$ cat src/rtl/mcu_control_pkg.sv
// Shared constants for the multicycle MIPS control unit: ALU function codes,
// opcode/funct encodings and the 4-bit controller state encoding.
package mcu_control_pkg;

   // ALU function-select codes (shared with the ALU)
   localparam logic [4:0] FS_PASS_S  = 5'h00;
   localparam logic [4:0] FS_PASS_R  = 5'h01;
   localparam logic [4:0] FS_ADD     = 5'h02;
   localparam logic [4:0] FS_ADDU    = 5'h03;
   localparam logic [4:0] FS_SUB     = 5'h04;
   localparam logic [4:0] FS_SUBU    = 5'h05;
   localparam logic [4:0] FS_SLT     = 5'h06;
   localparam logic [4:0] FS_SLTU    = 5'h07;
   localparam logic [4:0] FS_AND     = 5'h08;
   localparam logic [4:0] FS_OR      = 5'h09;
   localparam logic [4:0] FS_XOR     = 5'h0A;
   localparam logic [4:0] FS_NOR     = 5'h0B;
   localparam logic [4:0] FS_SRL     = 5'h0C;
   localparam logic [4:0] FS_SRA     = 5'h0D;
   localparam logic [4:0] FS_SLL     = 5'h0E;
   localparam logic [4:0] FS_SP_INIT = 5'h15;
   localparam logic [4:0] FS_ANDI    = 5'h16;
   localparam logic [4:0] FS_ORI     = 5'h17;
   localparam logic [4:0] FS_LUI     = 5'h18;
   localparam logic [4:0] FS_XORI    = 5'h19;

   localparam logic [5:0] OP_RTYPE = 6'h00;
   localparam logic [5:0] OP_J     = 6'h02;
   localparam logic [5:0] OP_BEQ   = 6'h04;
   localparam logic [5:0] OP_BNE   = 6'h05;
   localparam logic [5:0] OP_ADDI  = 6'h08;
   localparam logic [5:0] OP_SLTI  = 6'h0A;
   localparam logic [5:0] OP_ANDI  = 6'h0C;
   localparam logic [5:0] OP_ORI   = 6'h0D;
   localparam logic [5:0] OP_XORI  = 6'h0E;
   localparam logic [5:0] OP_LUI   = 6'h0F;
   localparam logic [5:0] OP_LW    = 6'h23;
   localparam logic [5:0] OP_SW    = 6'h2B;

   localparam logic [5:0] FN_SLL  = 6'h00;
   localparam logic [5:0] FN_SRL  = 6'h02;
   localparam logic [5:0] FN_SRA  = 6'h03;
   localparam logic [5:0] FN_ADD  = 6'h20;
   localparam logic [5:0] FN_ADDU = 6'h21;
   localparam logic [5:0] FN_SUB  = 6'h22;
   localparam logic [5:0] FN_SUBU = 6'h23;
   localparam logic [5:0] FN_AND  = 6'h24;
   localparam logic [5:0] FN_OR   = 6'h25;
   localparam logic [5:0] FN_XOR  = 6'h26;
   localparam logic [5:0] FN_NOR  = 6'h27;
   localparam logic [5:0] FN_SLT  = 6'h2A;
   localparam logic [5:0] FN_SLTU = 6'h2B;

   typedef enum logic [3:0] {
      S_RESET    = 4'd0,
      S_FETCH    = 4'd1,
      S_DECODE   = 4'd2,
      S_EXEC_R   = 4'd3,
      S_EXEC_I   = 4'd4,
      S_WB_ALU   = 4'd5,
      S_MEM_ADDR = 4'd6,
      S_LW_RD    = 4'd7,
      S_LW_WB    = 4'd8,
      S_SW_WR    = 4'd9,
      S_BR_CMP   = 4'd10,
      S_BR_TAKE  = 4'd11,
      S_JUMP     = 4'd12,
      S_HALT     = 4'd13
   } state_e;

   function automatic logic is_itype(input logic [5:0] op);
      return (op == OP_ADDI) || (op == OP_SLTI) || (op == OP_ANDI) ||
             (op == OP_ORI)  || (op == OP_XORI) || (op == OP_LUI);
   endfunction

endpackage

$ cat src/rtl/mcu_control_fs_decode.sv
// Maps {opcode, funct} to an ALU function select; flags anything outside the
// supported R-type/immediate ALU set as illegal.
module fs_decode
   import mcu_control_pkg::*;
(
   input  logic [5:0] opcode,
   input  logic [5:0] funct,
   output logic [4:0] fs,
   output logic       illegal
);

   always_comb begin
      fs      = FS_PASS_S;
      illegal = 1'b0;
      if (opcode == OP_RTYPE) begin
         case (funct)
            FN_ADD:  fs = FS_ADD;
            FN_ADDU: fs = FS_ADDU;
            FN_SUB:  fs = FS_SUB;
            FN_SUBU: fs = FS_SUBU;
            FN_AND:  fs = FS_AND;
            FN_OR:   fs = FS_OR;
            FN_XOR:  fs = FS_XOR;
            FN_NOR:  fs = FS_NOR;
            FN_SLT:  fs = FS_SLT;
            FN_SLTU: fs = FS_SLTU;
            FN_SRL:  fs = FS_SRL;
            FN_SRA:  fs = FS_SRA;
            FN_SLL:  fs = FS_SLL;
            default: illegal = 1'b1;
         endcase
      end else begin
         case (opcode)
            OP_ADDI: fs = FS_ADD;
            OP_SLTI: fs = FS_SLT;
            OP_ANDI: fs = FS_ANDI;
            OP_ORI:  fs = FS_ORI;
            OP_XORI: fs = FS_XORI;
            OP_LUI:  fs = FS_LUI;
            default: illegal = 1'b1;
         endcase
      end
   end

endmodule

$ cat src/rtl/mcu_control.sv
// Multicycle MIPS control unit: sequences fetch/decode/execute/memory/write-back,
// drives datapath enables and selects, and latches ALU flags into psr.
module mcu_control
   import mcu_control_pkg::*;
#(
   parameter logic [4:0] SP_REG = 5'd29,
   parameter logic [4:0] RA_REG = 5'd31
)(
   input  logic        clk,
   input  logic        reset,
   input  logic [31:0] ir,
   input  logic        c,
   input  logic        v,
   input  logic        n,
   input  logic        z,
   output logic        pc_ld,
   output logic        pc_inc,
   output logic        ir_ld,
   output logic        im_cs,
   output logic        im_rd,
   output logic        dm_cs,
   output logic        dm_rd,
   output logic        dm_wr,
   output logic        d_en,
   output logic [1:0]  da_sel,
   output logic        t_sel,
   output logic        y_sel,
   output logic [1:0]  pc_sel,
   output logic [4:0]  alu_fs,
   output logic [3:0]  psr,
   output logic        halt
);

   state_e     state, nxt;
   logic [5:0] opcode, funct;
   logic [4:0] dec_fs;
   logic       dec_ill;
   logic       psr_upd;

   assign opcode = ir[31:26];
   assign funct  = ir[5:0];

   fs_decode u_fs_decode (
      .opcode  (opcode),
      .funct   (funct),
      .fs      (dec_fs),
      .illegal (dec_ill)
   );

   assign psr_upd = (state == S_EXEC_R) || (state == S_EXEC_I) || (state == S_BR_CMP);

   always_ff @(posedge clk) begin
      if (reset) begin
         state <= S_RESET;
         psr   <= 4'b0;
      end else begin
         state <= nxt;
         if (psr_upd) psr <= {c, v, n, z};
      end
   end

   always_comb begin
      nxt    = state;
      pc_ld  = 1'b0;
      pc_inc = 1'b0;
      ir_ld  = 1'b0;
      im_cs  = 1'b0;
      im_rd  = 1'b0;
      dm_cs  = 1'b0;
      dm_rd  = 1'b0;
      dm_wr  = 1'b0;
      d_en   = 1'b0;
      da_sel = 2'd0;
      t_sel  = 1'b0;
      y_sel  = 1'b0;
      pc_sel = 2'd0;
      alu_fs = FS_PASS_S;
      halt   = 1'b0;
      case (state)
         S_RESET: begin
            // ALU produces the stack-pointer init value, written to SP_REG
            alu_fs = FS_SP_INIT;
            d_en   = 1'b1;
            da_sel = 2'd2;
            nxt    = S_FETCH;
         end
         S_FETCH: begin
            im_cs  = 1'b1;
            im_rd  = 1'b1;
            ir_ld  = 1'b1;
            pc_inc = 1'b1;
            nxt    = S_DECODE;
         end
         S_DECODE: begin
            if (opcode == OP_RTYPE)                  nxt = S_EXEC_R;
            else if (is_itype(opcode))               nxt = S_EXEC_I;
            else if (opcode == OP_LW || opcode == OP_SW)   nxt = S_MEM_ADDR;
            else if (opcode == OP_BEQ || opcode == OP_BNE) nxt = S_BR_CMP;
            else if (opcode == OP_J)                 nxt = S_JUMP;
            else                                     nxt = S_HALT;
         end
         S_EXEC_R: begin
            alu_fs = dec_fs;
            nxt    = dec_ill ? S_HALT : S_WB_ALU;
         end
         S_EXEC_I: begin
            alu_fs = dec_fs;
            t_sel  = 1'b1;
            nxt    = S_WB_ALU;
         end
         S_WB_ALU: begin
            // ir is stable, so the decoder reproduces the EXEC-cycle operands
            alu_fs = dec_fs;
            t_sel  = (opcode != OP_RTYPE);
            d_en   = 1'b1;
            da_sel = (opcode == OP_RTYPE) ? 2'd0 : 2'd1;
            nxt    = S_FETCH;
         end
         S_MEM_ADDR: begin
            alu_fs = FS_ADD;
            t_sel  = 1'b1;
            nxt    = (opcode == OP_LW) ? S_LW_RD : S_SW_WR;
         end
         S_LW_RD: begin
            alu_fs = FS_ADD;
            t_sel  = 1'b1;
            dm_cs  = 1'b1;
            dm_rd  = 1'b1;
            nxt    = S_LW_WB;
         end
         S_LW_WB: begin
            dm_cs  = 1'b1;
            dm_rd  = 1'b1;
            d_en   = 1'b1;
            y_sel  = 1'b1;
            da_sel = 2'd1;
            nxt    = S_FETCH;
         end
         S_SW_WR: begin
            alu_fs = FS_ADD;
            t_sel  = 1'b1;
            dm_cs  = 1'b1;
            dm_wr  = 1'b1;
            nxt    = S_FETCH;
         end
         S_BR_CMP: begin
            // decision uses the live z flag, not the latched psr
            alu_fs = FS_SUB;
            if (((opcode == OP_BEQ) && z) || ((opcode == OP_BNE) && !z))
               nxt = S_BR_TAKE;
            else
               nxt = S_FETCH;
         end
         S_BR_TAKE: begin
            pc_sel = 2'd1;
            pc_ld  = 1'b1;
            nxt    = S_FETCH;
         end
         S_JUMP: begin
            pc_sel = 2'd2;
            pc_ld  = 1'b1;
            nxt    = S_FETCH;
         end
         S_HALT: begin
            halt = 1'b1;
            nxt  = S_HALT;
         end
         default: nxt = S_RESET;
      endcase
   end

endmodule

$ cat config.mk
export PLATFORM = sky130hd
export DESIGN_NAME = mcu_control
export DESIGN_NICKNAME = d
export VERILOG_FILES = /design/src/rtl/mcu_control_pkg.sv /design/src/rtl/mcu_control_fs_decode.sv /design/src/rtl/mcu_control.sv
export SDC_FILE = /design/constraint.sdc
export NUM_CORES = 1
export LEC_CHECK = 0
export CAP_MARGIN = 20
export CORE_AREA = 2 2 63 53
export CTS_CLUSTER_DIAMETER = 50
export DETAILED_ROUTE_END_ITERATION = 6
export DIE_AREA = 0 0 65 55
export PLACE_DENSITY_LB_ADDON = 0.25
export SLEW_MARGIN = 0
export SYNTH_ARGS = -nofsm -noshare
export SYNTH_HDL_FRONTEND = slang
export SYNTH_HIERARCHICAL = 1
export SYNTH_SLANG_ARGS = --single-unit
$ cat constraint.sdc
create_clock -name clk -period 1.95 [get_ports clk]
set_clock_uncertainty 0.1 [all_clocks]
set_input_delay 0.195 -clock clk [delete_from_list [all_inputs] [get_ports clk]]
set_output_delay 0.195 -clock clk [all_outputs]
set_load 0.02 [all_outputs]
==> impl_metrics.toml <==
[place]
dp_slack_ns = -0.714
hpwlAfterDp_mm = 2.93
portBuffers = 42
gp_congestion = 0.891
dp_cells = 271

[detailed_routing]
drtPass1Iterations = 4
routed_wl_mm = 3.80
vias_per_cell = 5.34
vias = 1501
wl_per_cell_um = 13.5
drt-initial-drc-count = 109
antenna_left = 0
route.detailed.drc = 0

[power_and_ir_drop]
p_switching_w = 0.000452
p_int_w = 0.000619
clkPwrFrac_pct = 18.7
combPwrFrac_pct = 62.1
netSwitchingFraction_pct = 42.2
power.density_nw_per_um2 = 574
p_leak_nw = 0.848
seq_power_share_pct = 19.2
ir_drop_uv = 384

[yosys]
synth_edf_count = 0
ys_seq_area_share_pct = 15.1
ys_warn_count = 6
ys_ff_latch = 8
yosysTopAreaCell = "dfxtp_1"
syn_nets = 203
synth_cells = 165
ys_types = 45
synth.most_common_cell = "nor2_1"
synthArstFlopShare_pct = 0
ys_top_cells_by_count = "nor2_1, a21oi_1, nand2_1"
synth.area.top_cells = "dfxtp_1, nor2_1, a21oi_1"
synth.cell_area_um2 = 1060
synth-main-ff-cell = "dfxtp_1"
syn-mean-instance-area_um2 = 6.44
yosysTopAreaCellShare_pct = 15.1

[die]
initial_utilization_pct = 36.0
rows = 18
die_area_um2 = 3580
fp.dieW_um = 65
fp.dieH_um = 55
core_um2 = 2950
ioPinCount = 63

[layout]
fin_nets = 281
drive_gt1_share_pct = 29.5
synthToLayoutAreaGrowth_pct = 75.7
final_cells = 281
fin_util_pct = 63.3
n_antenna_cell = 0
nFillCells = 277

[worst_setup_path]
r2r_slack_ns = 0.43
cpPeakStageDelay_ns = 0.30
required_ns = 1.65
path_cells = "dlygate4sd2_1 > buf_6 > a2111oi_4 > a31oi_1 > o21ai_1 > inv_1 > o22ai_2 > nand2_1 > nand2_1 > buf_6"
cp-start-kind = "input pin"
cp-end-kind = "primary output"
cp.arrival_ns = 1.60
cp_max_fo = 5
crit_type = "input pin to primary output"
cpMaxStageDelayCell = "a2111oi_4"

[sta]
tightest_slew_ns = 0.456
slew_violations = 0
slew_headroom_pct = 69.2
period_share_pct = 97.2
setup_violations = 0
finalSetupTns_ns = 0
hold_violations = 0
rsz0062_at_grt = "yes"
fmax_ghz = 0.527
setup_slack_ns = 0.0538
timing.hold.ws_ns = 0.367
fin_crit_ns = 1.90

[job]
max_cap_viol_count = 0

[outcome]
status = "completed"

[global_route]
antenna_found_initial = 0
grt_max_degree = 12
grt_pass1_wl_mm = 6.01
grt.overflow.total = 0
track_usage_pct = 21.7
grt_pass1_vias = 1354

[clock_network]
cts_root_buf = "clkbuf_8"
cts_made_buffers = 3
htree_levels = 1
cts_tree = "yes"
clk_latency_ns = 0.23
cts.sinks = 8
postCtsHoldBufs = 0
clk_pin_slew_worst_paths_ns = 0.04
clockBufferDepth = 2

[worst_hold_path]
hold_path_class = "flop to flop"
==> cells by family after synthesis <==
group | count (synthesis) | share of synthesized area [%]
AOI/OAI and AO/OA | 57 | 35.7
and+or+nand+nor | 70 | 33.2
muxes | 1 | 0.942
buffers and inverters | 24 | 11.0
DFF | 8 | 15.1
xor gates and xnor gates | 5 | 4.12
==> registers in the layout, indices dropped and copies added, names as in the netlist <==
register	cells
state	4
psr	4
==> worst paths after layout <==
kind | start | depth (start not counted) | to
worst max-delay path | ir[3] | 10 | alu_fs[1]
worst min-delay path | psr[1] | 2 | psr[1]
worst max register to register | state[1] | 6 | state[1]
worst min register to register | psr[1] | 2 | psr[1]
==> per-layer routing <==
layer  vias to the layer above  share of wire [%]  global-route usage [%]
met5                         -                  0                       0
li1                        758                  -                       -
met4                         0                  0                    6.74
met3                         0                3.9                    2.43
met2                        55                 49                    38.7
met1                       688                 48                    28.0
==> worst max-delay path, delay by kind of cell <==
family,cells,cell delay [ns]
compound gates,4,0.67
buf+inv,4,0.59
simple gates,2,0.15
==> stage by stage <==
| step | power, W | cell area (µm²) |
|---|---|---|
| floorplan | 0.000580 | 1060 |
| global placement | 0.000876 | 1740 |
| detailed placement | 0.000886 | 1740 |
| CTS | 0.00107 | 1850 |
| global route | 0.00114 | 1870 |
| finish | 0.00107 | 1870 |
==> repair_timing <==
| item | CTS | global route |
|---|---|---|
| pin swaps | 7 | 8 |
| resized for setup | 74 | 5 |
| endpoints found under the setup margin | 21 | 4 |
| cloned | 0 | 0 |
| hold endpoints to repair | 0 | 0 |
| setup buffers | 6 | 1 |
==> cell usage in the layout, fill, tap and decap left out, types with 8 or more instances in the layout <==
cell type        netlist  layout
a21oi_1               14      14
nor2_1                25      22
inv_1                  8       8
dlygate4sd2_1          0      22
buf_4                  3      42
clkdlybuf4s50_1        0       9
nand2_1               13      12
==> final cells by class <==
type | count | area [µm²] | area share [%]
timing repair buffer | 87 | 741 | 39.7
clock buffer | 3 | 41.3 | 2.21
inverter | 10 | 37.5 | 2.01
tap | 40 | 50.0 | 2.68
multi-input combinational | 133 | 836 | 44.8
sequential | 8 | 161 | 8.65
==> power groups by stage <==
stage / clock, W / sequential (W) / combinational, W
floorplan: 0 / 0.000208 / 0.000371
global placement: 0 / 0.000208 / 0.000669
CTS: 0.000204 / 0.000206 / 0.000657
detailed placement: 0 / 0.000207 / 0.000679
global route: 0.000213 / 0.000209 / 0.000719
finish: 0.000200 / 0.000206 / 0.000665
No activity file was read; power rests on OpenSTA's default activity.
